==> src/rtl/rem_serial_scheduler.sv <==
// rem_serial_scheduler
//   Shares one bit-serial remainder engine between N requesters. A
//   round-robin arbiter grants one requester in IDLE. Its word is then fed
//   MSB-first through the recurrence rem <- (2*rem + bit) mod d, one bit per
//   cycle. The result is returned with the owning requester's index on a
//   valid/ready port.
//
// Parameters
//   W  : word width (>= 2)
//   N  : number of requesters (>= 2)
//   IW : requester index width
//
// Ports
//   clk, rst             : clock, asynchronous active-high reset
//   req_valid [N]        : per-requester request valid
//   req_ready [N]        : per-requester grant (one-hot or zero, only in IDLE)
//   req_word  [N*W]      : requester i word at [i*W +: W]
//   req_div   [N*2]      : requester i divisor code at [i*2 +: 2] (3,4,5,7)
//   res_valid / res_ready: result handshake
//   res_rem   [3]        : remainder
//   res_id    [IW]       : index of the requester owning the result
//   busy                 : high whenever the engine is not idle
module rem_serial_scheduler #(
  parameter int W  = 8,
  parameter int N  = 2,
  parameter int IW = $clog2(N)
) (
  input  logic            clk,
  input  logic            rst,
  input  logic [N-1:0]    req_valid,
  output logic [N-1:0]    req_ready,
  input  logic [N*W-1:0]  req_word,
  input  logic [N*2-1:0]  req_div,
  output logic            res_valid,
  input  logic            res_ready,
  output logic [2:0]      res_rem,
  output logic [IW-1:0]   res_id,
  output logic            busy
);

  localparam int CW = $clog2(W);

  typedef enum logic [1:0] {S_IDLE, S_SHIFT, S_DONE} state_t;

  state_t          r_state, w_next;
  logic [IW-1:0]   r_ptr, r_id;
  logic [W-1:0]    r_word;
  logic [2:0]      r_d, r_rem;
  logic [CW-1:0]   r_cnt;

  logic            w_gnt_any;
  logic [IW-1:0]   w_gnt_idx, w_ptr_next;
  logic [W-1:0]    w_sel_word;
  logic [1:0]      w_sel_div;
  logic            w_accept;

  function automatic logic [2:0] div_decode(input logic [1:0] code);
    case (code)
      2'd0:    return 3'd3;
      2'd1:    return 3'd4;
      2'd2:    return 3'd5;
      default: return 3'd7;
    endcase
  endfunction

  // rem < d on entry, so t < 2d and a single conditional subtract is exact.
  function automatic logic [2:0] rem_step(input logic [2:0] rem, input logic b,
                                          input logic [2:0] d);
    logic [3:0] t;
    t = {rem, b};
    if (t >= {1'b0, d}) return 3'(t - {1'b0, d});
    return t[2:0];
  endfunction

  // Round-robin search starting at r_ptr, wrapping modulo N.
  always_comb begin
    int j;
    j         = 0;
    w_gnt_any = 1'b0;
    w_gnt_idx = '0;
    for (int k = 0; k < N; k++) begin
      j = (int'(r_ptr) + k) % N;
      if (!w_gnt_any && req_valid[IW'(j)]) begin
        w_gnt_any = 1'b1;
        w_gnt_idx = IW'(j);
      end
    end
  end

  always_comb begin
    w_sel_word = '0;
    w_sel_div  = '0;
    for (int k = 0; k < N; k++) begin
      if (IW'(k) == w_gnt_idx) begin
        w_sel_word = req_word[k*W +: W];
        w_sel_div  = req_div[k*2 +: 2];
      end
    end
  end

  assign w_ptr_next = (w_gnt_idx == IW'(N-1)) ? '0 : w_gnt_idx + 1'b1;
  assign w_accept   = |(req_valid & req_ready);

  always_comb begin
    w_next    = r_state;
    req_ready = '0;
    res_valid = 1'b0;
    busy      = (r_state != S_IDLE);
    case (r_state)
      S_IDLE: begin
        // Grant is masked while rst is held so no request looks accepted.
        if (!rst && w_gnt_any) begin
          req_ready[w_gnt_idx] = 1'b1;
          w_next               = S_SHIFT;
        end
      end
      S_SHIFT: begin
        if (r_cnt == CW'(W-1)) w_next = S_DONE;
      end
      S_DONE: begin
        res_valid = 1'b1;
        if (res_ready) w_next = S_IDLE;
      end
      default: w_next = S_IDLE;
    endcase
  end

  always_ff @(posedge clk or posedge rst) begin
    if (rst) r_state <= S_IDLE;
    else     r_state <= w_next;
  end

  always_ff @(posedge clk or posedge rst) begin
    if (rst) begin
      r_ptr <= '0;
      r_id  <= '0;
      r_rem <= '0;
      r_cnt <= '0;
    end else if (w_accept) begin
      r_ptr <= w_ptr_next;
      r_id  <= w_gnt_idx;
      r_rem <= '0;
      r_cnt <= '0;
    end else if (r_state == S_SHIFT) begin
      r_rem <= rem_step(r_rem, r_word[W-1], r_d);
      r_cnt <= r_cnt + 1'b1;
    end
  end

  // The word is shifted left so the bit being consumed is always the MSB.
  always_ff @(posedge clk) begin
    if (w_accept) begin
      r_word <= w_sel_word;
      r_d    <= div_decode(w_sel_div);
    end else if (r_state == S_SHIFT) begin
      r_word <= r_word << 1;
    end
  end

  assign res_rem = r_rem;
  assign res_id  = r_id;

endmodule

==> config.mk <==
export PLATFORM = sky130hd
export DESIGN_NAME = rem_serial_scheduler
export DESIGN_NICKNAME = d
export VERILOG_FILES = /design/src/rtl/rem_serial_scheduler.sv
export SDC_FILE = /design/constraint.sdc
export NUM_CORES = 1
export LEC_CHECK = 0
export ABC_AREA = 1
export BUFFER_PORTS_ARGS = -buffer_cell sky130_fd_sc_hd__buf_2
export CAP_MARGIN = 30
export CORE_AREA = 8 8 57 69
export DETAILED_ROUTE_END_ITERATION = 10
export DIE_AREA = 0 0 65 77
export GPL_TIMING_DRIVEN = 0
export MAX_ROUTING_LAYER = met4
export PLACE_DENSITY_LB_ADDON = 0.15
export SYNTH_ARGS = -nofsm -noshare
export SYNTH_HDL_FRONTEND = slang
export SYNTH_SLANG_ARGS = --single-unit
==> constraint.sdc <==
create_clock -name clk -period 2.5 [get_ports clk]
set_clock_uncertainty 0.1 [all_clocks]
set_input_delay 0.25 -clock clk [delete_from_list [all_inputs] [get_ports clk]]
set_output_delay 0.25 -clock clk [all_outputs]
set_load 0.02 [all_outputs]
# After elaboration in Yosys (flattened, before gate mapping)
# Cells that the tools add are included.
[totals]
register_bits = 21
in_bits = 25
out_inout_bits = 8
word_cells = 68
[classes]
addsub = 4
magnitude_cmp = 5
eq_ne = 8
mux = 32
n_bitwise = 1
reduce_logical = 11
[op_table]
columns = ["cell", "count"]
rows = [
  ["2-to-1 mux 8 bit", 3],
  ["2-to-1 mux 3 bit", 6],
  ["2-to-1 mux 1 bit", 14],
  ["2-to-1 mux 2 bit", 6],
  ["one-hot mux 3 bit (3 select lines)", 1],
  ["< comparator 1 x 3 -> 1 bit (second input constant)", 2],
  ["inequality test 2 bit (second input constant)", 3],
  ["one-hot mux 2 bit (3 select lines)", 1],
  ["== test 2 x 1 -> 1 bit (second input constant)", 2],
  ["== test 2 bit (second input constant)", 2],
  ["greater-or-equal comparator 4 x 3 -> 1 bit", 1],
  ["logical NOT 2 bit", 2],
  ["nonzero test 2 bit", 2],
  ["adder 3 x 1 -> 3 bit (second input constant)", 1],
  ["== test 3 bit (second input constant)", 1],
  ["logical AND 1 bit", 3],
  ["AND reduction 3 bit", 1],
  ["subtractor 3 bit", 1],
  ["adder 1 bit (second input constant)", 2],
  ["AND 2 bit", 1],
  ["logical NOT 1 bit", 2],
  ["< comparator 1 x 2 -> 1 bit (second input constant)", 1],
  ["OR reduction 2 bit", 1],
  ["demux 1 bit (select 1 bit)", 1],
  ["greater-or-equal comparator 1 bit (second input constant)", 1],
]

# Logic depth before layout (Yosys ltp)
# Gate-level depths: netlist of run 1.
[depth]
word_depth = 19
depth_mapped = 9

# Worst setup path before layout of run 1
# No wires, ideal clock.
[synth_path]
path_kind = "input port to flip-flop"
start = "input port rst"
end = "register r_word[0], enable pin"
setup_ps = 329
t_arrival_ps = 1240
required_ps = 2071
setup_slack_ps = 832
path_stages = 6
path_buffers = 1
cell_sequence = "inv_1 nand2_1 nor2_4 o21ai_4 buf_6 nand2_1"
[synth_between]
elab_chain_cells = 7
[synth_lines]
columns = ["element", "line_no", "source"]
rows = [
  ["start, declared", "29", "input logic rst,"],
  ["logical NOT 1 bit (no line)", "--", ""],
  ["logical AND 1 bit", "112", "if (!rst && w_gnt_any) begin"],
  ["2-to-1 mux 2 bit", "112", ""],
  ["2-to-1 mux 2 bit", "109", "case (r_state)"],
  ["AND 2 bit", "102", "assign w_accept = |(req_valid & req_ready);"],
  ["OR reduction 2 bit", "102", ""],
  ["nonzero test 2 bit (no line)", "--", ""],
  ["end signal, assigned", "153", "r_word <= w_sel_word;"],
  ["end signal, assigned", "156", "r_word <= r_word << 1;"],
  ["end, declared", "47", "logic [W-1:0] r_word;"],
]
# Every way passes these cells.
# A chain may end at the register's enable or synchronous reset.

# Worst setup path after layout of run 1
[layout_path]
start = "input port rst"
end = "output port req_ready[0]"
[layout_between]
elab_chain_cells = 4
[layout_lines]
columns = ["element", "line_no", "source"]
rows = [
  ["logical NOT 1 bit (no line)", "--", ""],
  ["logical AND 1 bit", "112", ""],
  ["2-to-1 mux 2 bit", "112", ""],
  ["2-to-1 mux 2 bit", "109", ""],
  ["end, declared", "31", "output logic [N-1:0] req_ready,"],
]
# Every way passes these cells.

==> results of run 1 <==
-- critical path: cells and delay by family --
kind | cells | cell delay (ps)
buf+inv | 5 | 1220
simple gates | 3 | 440
-- report_power, final --
group	internal, mW	total [mW]	switching, mW
combinational	0.285	0.778	0.494
clock	0.0621	0.164	0.102
sequential	0.561	0.641	0.0802
-- kinds of logic after synthesis --
group / synth area share, %
simple gates: 31.9
buf+inv: 7.84
flops: 46.0
fa+ha+maj: 8.53
compound gates: 4.86
mux: 0.794
-- stage by stage --
| stage | area (µm²) | hold slack [ps] |
|---|---|---|
| finish | 1500 | 29.6 |
| global route | 1500 | 28.7 |
| CTS | 1500 | 21.8 |
| detailed placement | 1470 | 191 |
| global placement | 1470 | 177 |
| floorplan | 1260 | 14.1 |
-- cells in the final DEF (no fill, tap or decap), drive strengths merged --
cell type / n
ha: 7
o21ai: 5
dfrtp: 10
inv: 18
buf: 36
mux2i: 1
fa: 1
a21oi: 2
clkbuf: 4
dlygate4sd3: 1
nor2: 8
or2: 1
nand3b: 1
nand3: 20
edfxtp: 11
nand2: 61
-- final cells by class --
type | count | area [µm²]
Fill cell | 288 | 1390
Clock buffer | 4 | 26.3
Inverter | 18 | 67.6
Multi-Input combinational cell | 107 | 582
Tap cell | 36 | 45.0
Timing Repair Buffer | 33 | 170
Buffer | 4 | 31.3
Sequential cell | 21 | 581
-- per-layer routing --
metal  track usage [%]  wire (µm)  vias to the layer above
met1              12.4       1140                      465
met5                 -          0                        -
met3              1.74         74                        2
li1                  -          -                      551
met2              18.5       1180                       26
met4              5.25         34                        0
-- final timing paths --
path | endpoint | from | slack, ps | depth (start not counted)
min | r_state[1] | res_ready | 30 | 2
max | req_ready[0] | rst | 250 | 8
min in group asynchronous | r_state[1] | rst | 390 | 3
max in group asynchronous | res_rem[0] | rst | 1580 | 3
max reg2reg | r_word[6] | r_state[1] | 780 | 6
min reg2reg | res_id | res_id | 390 | 2
-- sequential cells by signal (all words and copies together), names as in the netlist --
signal	flops
r_cnt	3
res_rem	3
r_word	8
res_id	1
r_state	2
r_d	3
r_ptr	1
-- what timing repair did --
item	in CTS	in global routing
setup endpoints to repair	0	0
hold buffers	1	0
gates resized for setup	0	0
endpoints found under the hold margin	10	0
==> out/metrics.csv, run 1 <==
stage,metric,value,unit
floorplanning,die area,0.00501,mm²
synthesis,"EDFF count, synth",11,
layout,Area Overhead vs Synth,19.1,%
timing,Tcrit/Tclk final,90.1,%
timing,Finish-stage setup viols,0,
clock_tree,clk root buf,clkbuf_4,
synthesis,"top cells by count, synth","nand2_1 (60), nand3_1 (18), inv_1 (16), edfxtp_1 (11), dfrtp_1 (10)",
floorplanning,I/O pin total,33,
layout,Layout Cells excl Fill,223,
route,Iter 0 DRT Violations,34,
placed_design,gp weighted congestion,0.781,
route,Post-Route WL,2.44,mm
global_route,vias in the first global route,1105,
synthesis,cell area after technology mapping,0.00126,mm²
layout,layout cells sized above 1,27.3,%
global_route,global-route wire length before repair,4.44,mm
layout,n_diodes,0,
route,Vias,1044,
clock_tree,clock tree sinks,21,
clock_tree,deepest clock path buffer count,2,
setup_path,Critical Path AT,1900,ps
setup_path,slowest cell on the critical path,dlygate4sd3_1,
placed_design,port bufs,32,
placed_design,DP HPWL,1.97,mm
synthesis,leading post-synthesis cells by cell area,"edfxtp_1 (26%), dfrtp_1 (20%), nand2_1 (18%), nand3_1 (7.1%), ha_1 (6.9%)",
synthesis,"Seq/Total Area, Yosys",46.0,%
global_route,Overall Global Routing Usage,11.1,%
synthesis,Syn Inst Count,150,
clock_tree,Post-CTS Repair Setup Buffers,0,
timing,RSZ-0062 raised after global routing,no,
synthesis,Syn Area/Cell,8.41,µm²
synthesis,"Async S/R FF share, synth",47.6,%
global_route,initial antenna violation count,0,
layout,Final #Nets,221,
clock_tree,clk slew on worst S/H paths,120,ps
clock_tree,Clock Latency Late Sink,300,ps
job,Max-cap violations,0,
synthesis,most frequent cell after synthesis,nand2_1,
clock_tree,CTS buffer count,3,
floorplanning,CORE AREA,0.00289,mm²
timing,Rel. slew slack,67.7,%
setup_path,Setup crit end kind,output port,
synthesis,post-synthesis cell type count,23,
timing,Tmin final,2250,ps
route,TritonRoute pass-1 iters,4,
clock_tree,CTS tree,done,
placed_design,dpl ws,453,ps
power_and_ir_drop,PnR Total Power,1.58,mW
power_and_ir_drop,Pleak,0.819,nW
synthesis,post-synth top area cell,edfxtp_1,
power_and_ir_drop,power density cells,1050,mW/mm²
global_route,gr ovfl total,0,
timing,setup tns final,0,ps
floorplanning,Die X,65,µm
global_route,largest net degree at the start of global routing,13,
clock_tree,H-tree level count,1,
synthesis,Post-synth top flop,edfxtp_1,
min_path,Hold Crit Class,primary input to flip-flop,
timing,Max Slew Vio Count,0,
layout,fin util,52.0,%
synthesis,post-synthesis register bit count,21,
route,Routed Antenna Nets,0,
setup_path,Worst Path Max Fanout,12,
timing,Peak Freq,444,MHz
timing,setup ws final,248,ps
setup_path,Worst EP required,2150,ps
route,WL/cell,10.9,µm
synthesis,top-area cell type share of the netlist area,26.2,%
status,status,completed,
route,DRC viols,0,
floorplanning,initial core utilization,43.6,%
timing,Final Hold Vio Count,0,
setup_path,Setup crit start kind,primary input,
setup_path,ordered cell list for the critical path,"dlygate4sd3_1, buf_2, inv_1, nand2_1, nor2_4, nand2_1, inv_1, buf_2",
floorplanning,Site Rows,22,
setup_path,"Largest stage delay, worst path",530,ps
timing,Worst Tran Pin Value,484,ps
synthesis,net count after synthesis,183,
floorplanning,die height,77,µm
placed_design,Placed Cells,218,
setup_path,Worst Setup Path Type,primary input to output port,
synthesis,YS warnings,0,
power_and_ir_drop,Peak VDD IR,0.422,mV
route,DR vias/cell,4.68,
Power figures use the tool's default switching activity.
==> run 2: changes to the inputs <==
- CTS_BUF_LIST: unset -> sky130_fd_sc_hd__clkbuf_8 sky130_fd_sc_hd__clkbuf_16
==> out/metrics.csv, run 2 (same netlist as run 1, synthesis figures left out) <==
stage,metric,value,unit,change
status,status,completed,,
layout,max reg flops,8,,unchanged
layout,register area,581,µm²,unchanged
clock_tree,CTS tree,done,,
timing,Max Slew Vio Count,0,,unchanged
clock_tree,deepest clock path buffer count,2,,unchanged
setup_path,"Largest stage delay, worst path",530,ps,about the same
setup_path,CP dominant cell by count,nand2_1,,
route,TritonRoute pass-1 iters,4,,unchanged
power_and_ir_drop,Peak VDD IR,0.464,mV,+10%
setup_path,CP bufs+invs,4,,-1
min_path,hold path depth,2,,unchanged
layout,area occupied by multi-input gates,582,µm²,unchanged
route,Iter 0 DRT Violations,29,,-15%
clock_tree,clk root buf,clkbuf_8,,
setup_path,Critical Path AT,2110,ps,+210 ps
floorplanning,Die X,65,µm,unchanged
min_path,Hold Path Sink,r_state[1],,
floorplanning,die area,0.00501,mm²,unchanged
route,Vias,1043,,-0.096%
floorplanning,initial core utilization,43.6,%,unchanged
global_route,vias in the first global route,1102,,-0.27%
placed_design,port bufs,32,,unchanged
layout,"commonest non-fill, non-tap cell in the layout",nand2_1,,
floorplanning,die height,77,µm,unchanged
route,DR vias/cell,4.68,,about the same
floorplanning,Site Rows,22,,unchanged
global_route,Overall Global Routing Usage,11.1,%,+0.091 points
timing,setup tns final,0,ps,unchanged
layout,Final #Nets,221,,unchanged
floorplanning,CORE AREA,0.00289,mm²,unchanged
setup_path,Critical R2R Launch,r_state[1],,
setup_path,WP depth,8,,unchanged
floorplanning,I/O pin total,33,,unchanged
timing,Final Hold Vio Count,0,,unchanged
layout,Fillers,288,,unchanged
placed_design,gp weighted congestion,0.781,,unchanged
power_and_ir_drop,Pleak,0.831,nW,+1.5%
setup_path,Worst EP required,2330,ps,+180 ps
global_route,global-route wire length before repair,4.49,mm,+1.1%
clock_tree,CTS buffer count,3,,unchanged
layout,fin util,52.6,%,+0.65 points
clock_tree,clk slew on worst S/H paths,70,ps,-50 ps
clock_tree,clock tree sinks,21,,unchanged
setup_path,Setup crit start kind,primary input,,
clock_tree,post-CTS resize count,0,,unchanged
setup_path,slowest cell on the critical path,dlygate4sd3_1,,
setup_path,Setup crit end kind,flip-flop,,
route,Routed Antenna Nets,0,,unchanged
setup_path,R2R cell count,6,,unchanged
timing,Worst Tran Pin Value,487,ps,+3.11 ps
setup_path,flop2flop setup slack,780,ps,about the same
route,WL/cell,10.9,µm,-0.25%
job,Max-cap violations,0,,unchanged
setup_path,Worst Path Max Fanout,12,,unchanged
clock_tree,Clock Latency Late Sink,250,ps,-50 ps
timing,Rel. slew slack,67.5,%,-0.21 points
placed_design,DP HPWL,1.97,mm,unchanged
global_route,initial antenna violation count,0,,unchanged
timing,Peak Freq,438,MHz,-1.3%
min_path,Hold Crit Class,primary input to flip-flop,,
setup_path,Critical R2R Capture,r_word[6],,
global_route,largest net degree at the start of global routing,13,,unchanged
timing,Finish-stage setup viols,0,,unchanged
timing,RSZ-0062 raised after global routing,no,,
layout,Area Overhead vs Synth,20.6,%,
layout,layout cells sized above 1,27.3,%,unchanged
timing,Tcrit/Tclk final,91.3,%,+1.2 points
setup_path,ordered cell list for the critical path,"dlygate4sd3_1, buf_2, inv_1, nand2_1, nor2_4, o21ai_4, buf_6, nand2_1",,
setup_path,"CP delay by family, top",buffers and inverters,,
setup_path,Worst Setup Path Type,primary input to flip-flop,,
layout,n_diodes,0,,unchanged
layout,"commonest cells after routing, fill and taps aside","nand2_1 (60), buf_2 (33), nand3_1 (18), inv_1 (17), edfxtp_1 (11)",,
global_route,gr ovfl total,0,,unchanged
timing,Tmin final,2280,ps,+29.9 ps
route,Post-Route WL,2.43,mm,-0.25%
layout,Reg with most FFs,r_word,,
clock_tree,H-tree level count,1,,unchanged
route,DRC viols,0,,unchanged
power_and_ir_drop,power density cells,1070,mW/mm²,+2.0%
min_path,min-delay src,res_ready,,
run 2: area by class of cell:
cell class	count	share of cell area, %
Sequential cell	21	38.2
Clock buffer	3	2.71
Clock inverter	1	0.247
Multi-Input combinational cell	107	38.2
Inverter	18	4.44
Buffer	4	2.06
Timing Repair Buffer	33	11.2
Tap cell	36	2.96
run 2: routing by layer:
layer  vias up  GRT usage [%]  wire, µm
met2        32           18.3      1140
li1        548              -         -
met5         -              -         0
met1       459           12.6      1150
met4         0           5.25        46
met3         4           2.18        90
run 2: timing repair:
item / 4_1_cts / 5_1_grt
hold buffers: 1 / 0
buffers inserted: 0 / 0
endpoints found under the hold margin: 10 / 0
run 2: how the worst max path moves through the flow:
stage	start	endpoint
after global routing	rst	r_word[6]
final	rst	r_word[6]
after global placement	rst	r_word[0]
after floorplan	rst	r_word[0]
after detailed placement	rst	r_word[0]
after CTS	rst	r_word[6]
run 2: stage by stage:
stage	hold slack [ps]	total power, mW	std cells	area (µm²)	setup WS [ps]
2_1_floorplan	14.1	1.24	150	1260	832
3_3_place_gp	177	1.41	218	1470	486
3_5_place_dp	191	1.44	218	1470	453
4_1_cts	79.9	1.66	223	1520	179
5_1_grt	90.8	1.81	223	1520	62.4
6_report	82.3	1.64	223	1520	218
run 2: power breakdown:
group          switching [mW]  total, mW  internal, mW
Clock                   0.104      0.213         0.109
Combinational           0.495      0.780         0.285
Sequential             0.0802      0.642         0.562
==> run 3: changes to the inputs <==
- CELL_PAD_IN_SITES_DETAIL_PLACEMENT: unset -> 1
- CELL_PAD_IN_SITES_GLOBAL_PLACEMENT: unset -> 1
- CORE_AREA: 8 8 57 69 -> 8 8 60 72
- DIE_AREA: 0 0 65 77 -> 0 0 68 80
- clock period: 2.5 -> 2.7 ns (I/O delays scaled with it)
==> out/metrics.csv, run 3 (same netlist as run 1, synthesis figures left out) <==
stage,metric,value,unit,change
route,Post-Route WL,3.07,mm,+26%
timing,setup ws final,378,ps,+159 ps
job,Max-cap violations,0,,unchanged
timing,Rel. slew slack,68.4,%,+0.93 points
power_and_ir_drop,Peak VDD IR,0.460,mV,-1.1%
setup_path,Setup crit start kind,primary input,,
power_and_ir_drop,combinational fraction of design power,48.9,%,+1.2 points
setup_path,Critical Path AT,2150,ps,+40 ps
layout,Final #Nets,221,,unchanged
timing,RSZ-0062 raised after global routing,no,,
layout,"commonest non-fill, non-tap cell in the layout",nand2_1,,
route,TritonRoute pass-1 iters,4,,unchanged
clock_tree,CTS tree,done,,
route,Routed Antenna Nets,0,,unchanged
placed_design,dpl ws,575,ps,+122 ps
global_route,initial antenna violation count,0,,unchanged
floorplanning,initial core utilization,39.1,%,-4.5 points
timing,Peak Freq,431,MHz,
setup_path,Worst EP required,2530,ps,+200 ps
layout,Area Overhead vs Synth,20.7,%,about the same
timing,Tmin final,2320,ps,
layout,fin util,47.2,%,-5.4 points
timing,Final Hold Vio Count,0,,unchanged
clock_tree,post-CTS resize count,0,,unchanged
layout,layout cells sized above 1,27.3,%,unchanged
clock_tree,deepest clock path buffer count,2,,unchanged
layout,Layout Cells excl Fill,224,,+0.45%
power_and_ir_drop,Sw Share,43.3,%,+1.8 points
setup_path,ordered cell list for the critical path,"dlygate4sd3_1, buf_2, inv_1, nand2_1, nor2_4, o21ai_4, buf_6, nand2_1",,
power_and_ir_drop,Internal,0.888,mW,-7.1%
route,Vias,1079,,+3.5%
timing,Worst Tran Pin Value,473,ps,-13.9 ps
clock_tree,H-tree level count,1,,unchanged
setup_path,slowest cell on the critical path,dlygate4sd3_1,,
layout,area occupied by multi-input gates,582,µm²,unchanged
timing,setup tns final,0,ps,unchanged
global_route,largest net degree at the start of global routing,13,,unchanged
clock_tree,clk root buf,clkbuf_8,,
placed_design,gp weighted congestion,0.738,,-5.5%
power_and_ir_drop,clock share of power,13.1,%,about the same
route,Iter 0 DRT Violations,31,,+6.9%
layout,register area,581,µm²,unchanged
layout,"commonest cells after routing, fill and taps aside","nand2_1 (60), buf_2 (33), nand3_1 (18), inv_1 (17), edfxtp_1 (11)",,
status,status,completed,,
power_and_ir_drop,Pleak,0.831,nW,unchanged
setup_path,Worst Setup Path Type,primary input to flip-flop,,
clock_tree,clock tree sinks,21,,unchanged
power_and_ir_drop,sequential fraction of design power,38.0,%,-1.3 points
floorplanning,CORE AREA,0.00322,mm²,+12%
global_route,gr ovfl total,0,,unchanged
setup_path,Setup crit end kind,flip-flop,,
min_path,min-delay src,res_ready,,
clock_tree,# hold bufs at CTS,1,,unchanged
timing,Finish-stage setup viols,0,,unchanged
timing,Max Slew Vio Count,0,,unchanged
route,WL/cell,13.7,µm,+26%
clock_tree,CTS buffer count,3,,unchanged
power_and_ir_drop,power density cells,1030,mW/mm²,-4.3%
setup_path,"Largest stage delay, worst path",530,ps,about the same
global_route,Overall Global Routing Usage,12.7,%,+1.5 points
min_path,Hold Crit Class,primary input to flip-flop,,
power_and_ir_drop,Psw,0.678,mW,-0.19%
floorplanning,die height,80,µm,+3.9%
global_route,global-route wire length before repair,5.29,mm,+18%
global_route,vias in the first global route,1241,,+13%
route,DR vias/cell,4.82,,+3.0%
route,DRC viols,0,,unchanged
placed_design,Placed Cells,219,,+0.46%
clock_tree,clk slew on worst S/H paths,80,ps,about the same
setup_path,Critical R2R Launch,r_state[1],,
placed_design,port bufs,32,,unchanged
setup_path,Worst Path Max Fanout,12,,unchanged
clock_tree,Clock Latency Late Sink,260,ps,about the same
setup_path,crit path launch,rst,,
floorplanning,Die X,68,µm,+4.6%
floorplanning,die area,0.00544,mm²,+8.7%
floorplanning,Site Rows,23,,+4.5%
placed_design,DP HPWL,2.53,mm,+28%
floorplanning,I/O pin total,33,,unchanged
timing,Tcrit/Tclk final,86.0,%,
clock_tree,Post-CTS Repair Setup Buffers,0,,unchanged
layout,max reg flops,8,,unchanged
layout,Reg with most FFs,r_word,,
layout,n_diodes,0,,unchanged
layout,Fillers,426,,+48%
setup_path,CP dominant cell by count,nand2_1,,
==> run 3: cell counts in the layout (fill, tap and decap cells not counted) <==
Identical to the previous run, type by type.
==> run 3: final cells by class <==
cell class	instances	area share, %
multi-input combinational	107	38.2
buffer	4	2.05
clock buffer	3	2.71
tap	37	3.04
timing repair buffer	33	11.2
inverter	18	4.44
clock inverter	1	0.247
sequential	21	38.1
==> run 3: stage by stage <==
| step | cell area [µm²] | total power, mW | hold slack (ps) |
|---|---|---|---|
| global route | 1520 | 1.71 | 119 |
| global placement | 1470 | 1.32 | 190 |
| floorplan | 1260 | 1.15 | 34.1 |
| finish | 1520 | 1.57 | 101 |
| CTS | 1520 | 1.59 | 107 |
| detailed placement | 1470 | 1.39 | 209 |
==> run 3: worst max-delay path: cells and delay by family <==
kind / cells / cell delay, ps
buf+inv: 4 / 1160
compound gates: 1 / 100
simple gates: 3 / 620
==> run 3: power groups by stage <==
stage	Combinational, mW	Clock [mW]	Sequential (mW)
CTS	0.784	0.210	0.600
finish	0.765	0.205	0.596
floorplan	0.528	0	0.621
detailed placement	0.782	0	0.605
global placement	0.721	0	0.595
global route	0.874	0.224	0.611
==> run 3: final timing paths <==
check,endpoint,slack [ps],cells after the start
hold reg to reg,res_id,380,2
hold / removal,r_state[1],100,2
min in group asynchronous,r_state[0],460,3
setup / recovery,r_word[7],380,8
max in group asynchronous,r_cnt[1],1710,3
setup reg to reg,r_word[7],920,6
==> run 3: routing by layer <==
layer	vias up	global-route usage (%)	wire (µm)
met2	22	22.4	1620
li1	549	-	-
met3	4	1.69	81
met4	0	3.70	30
met1	504	14.2	1350
met5	-	-	0
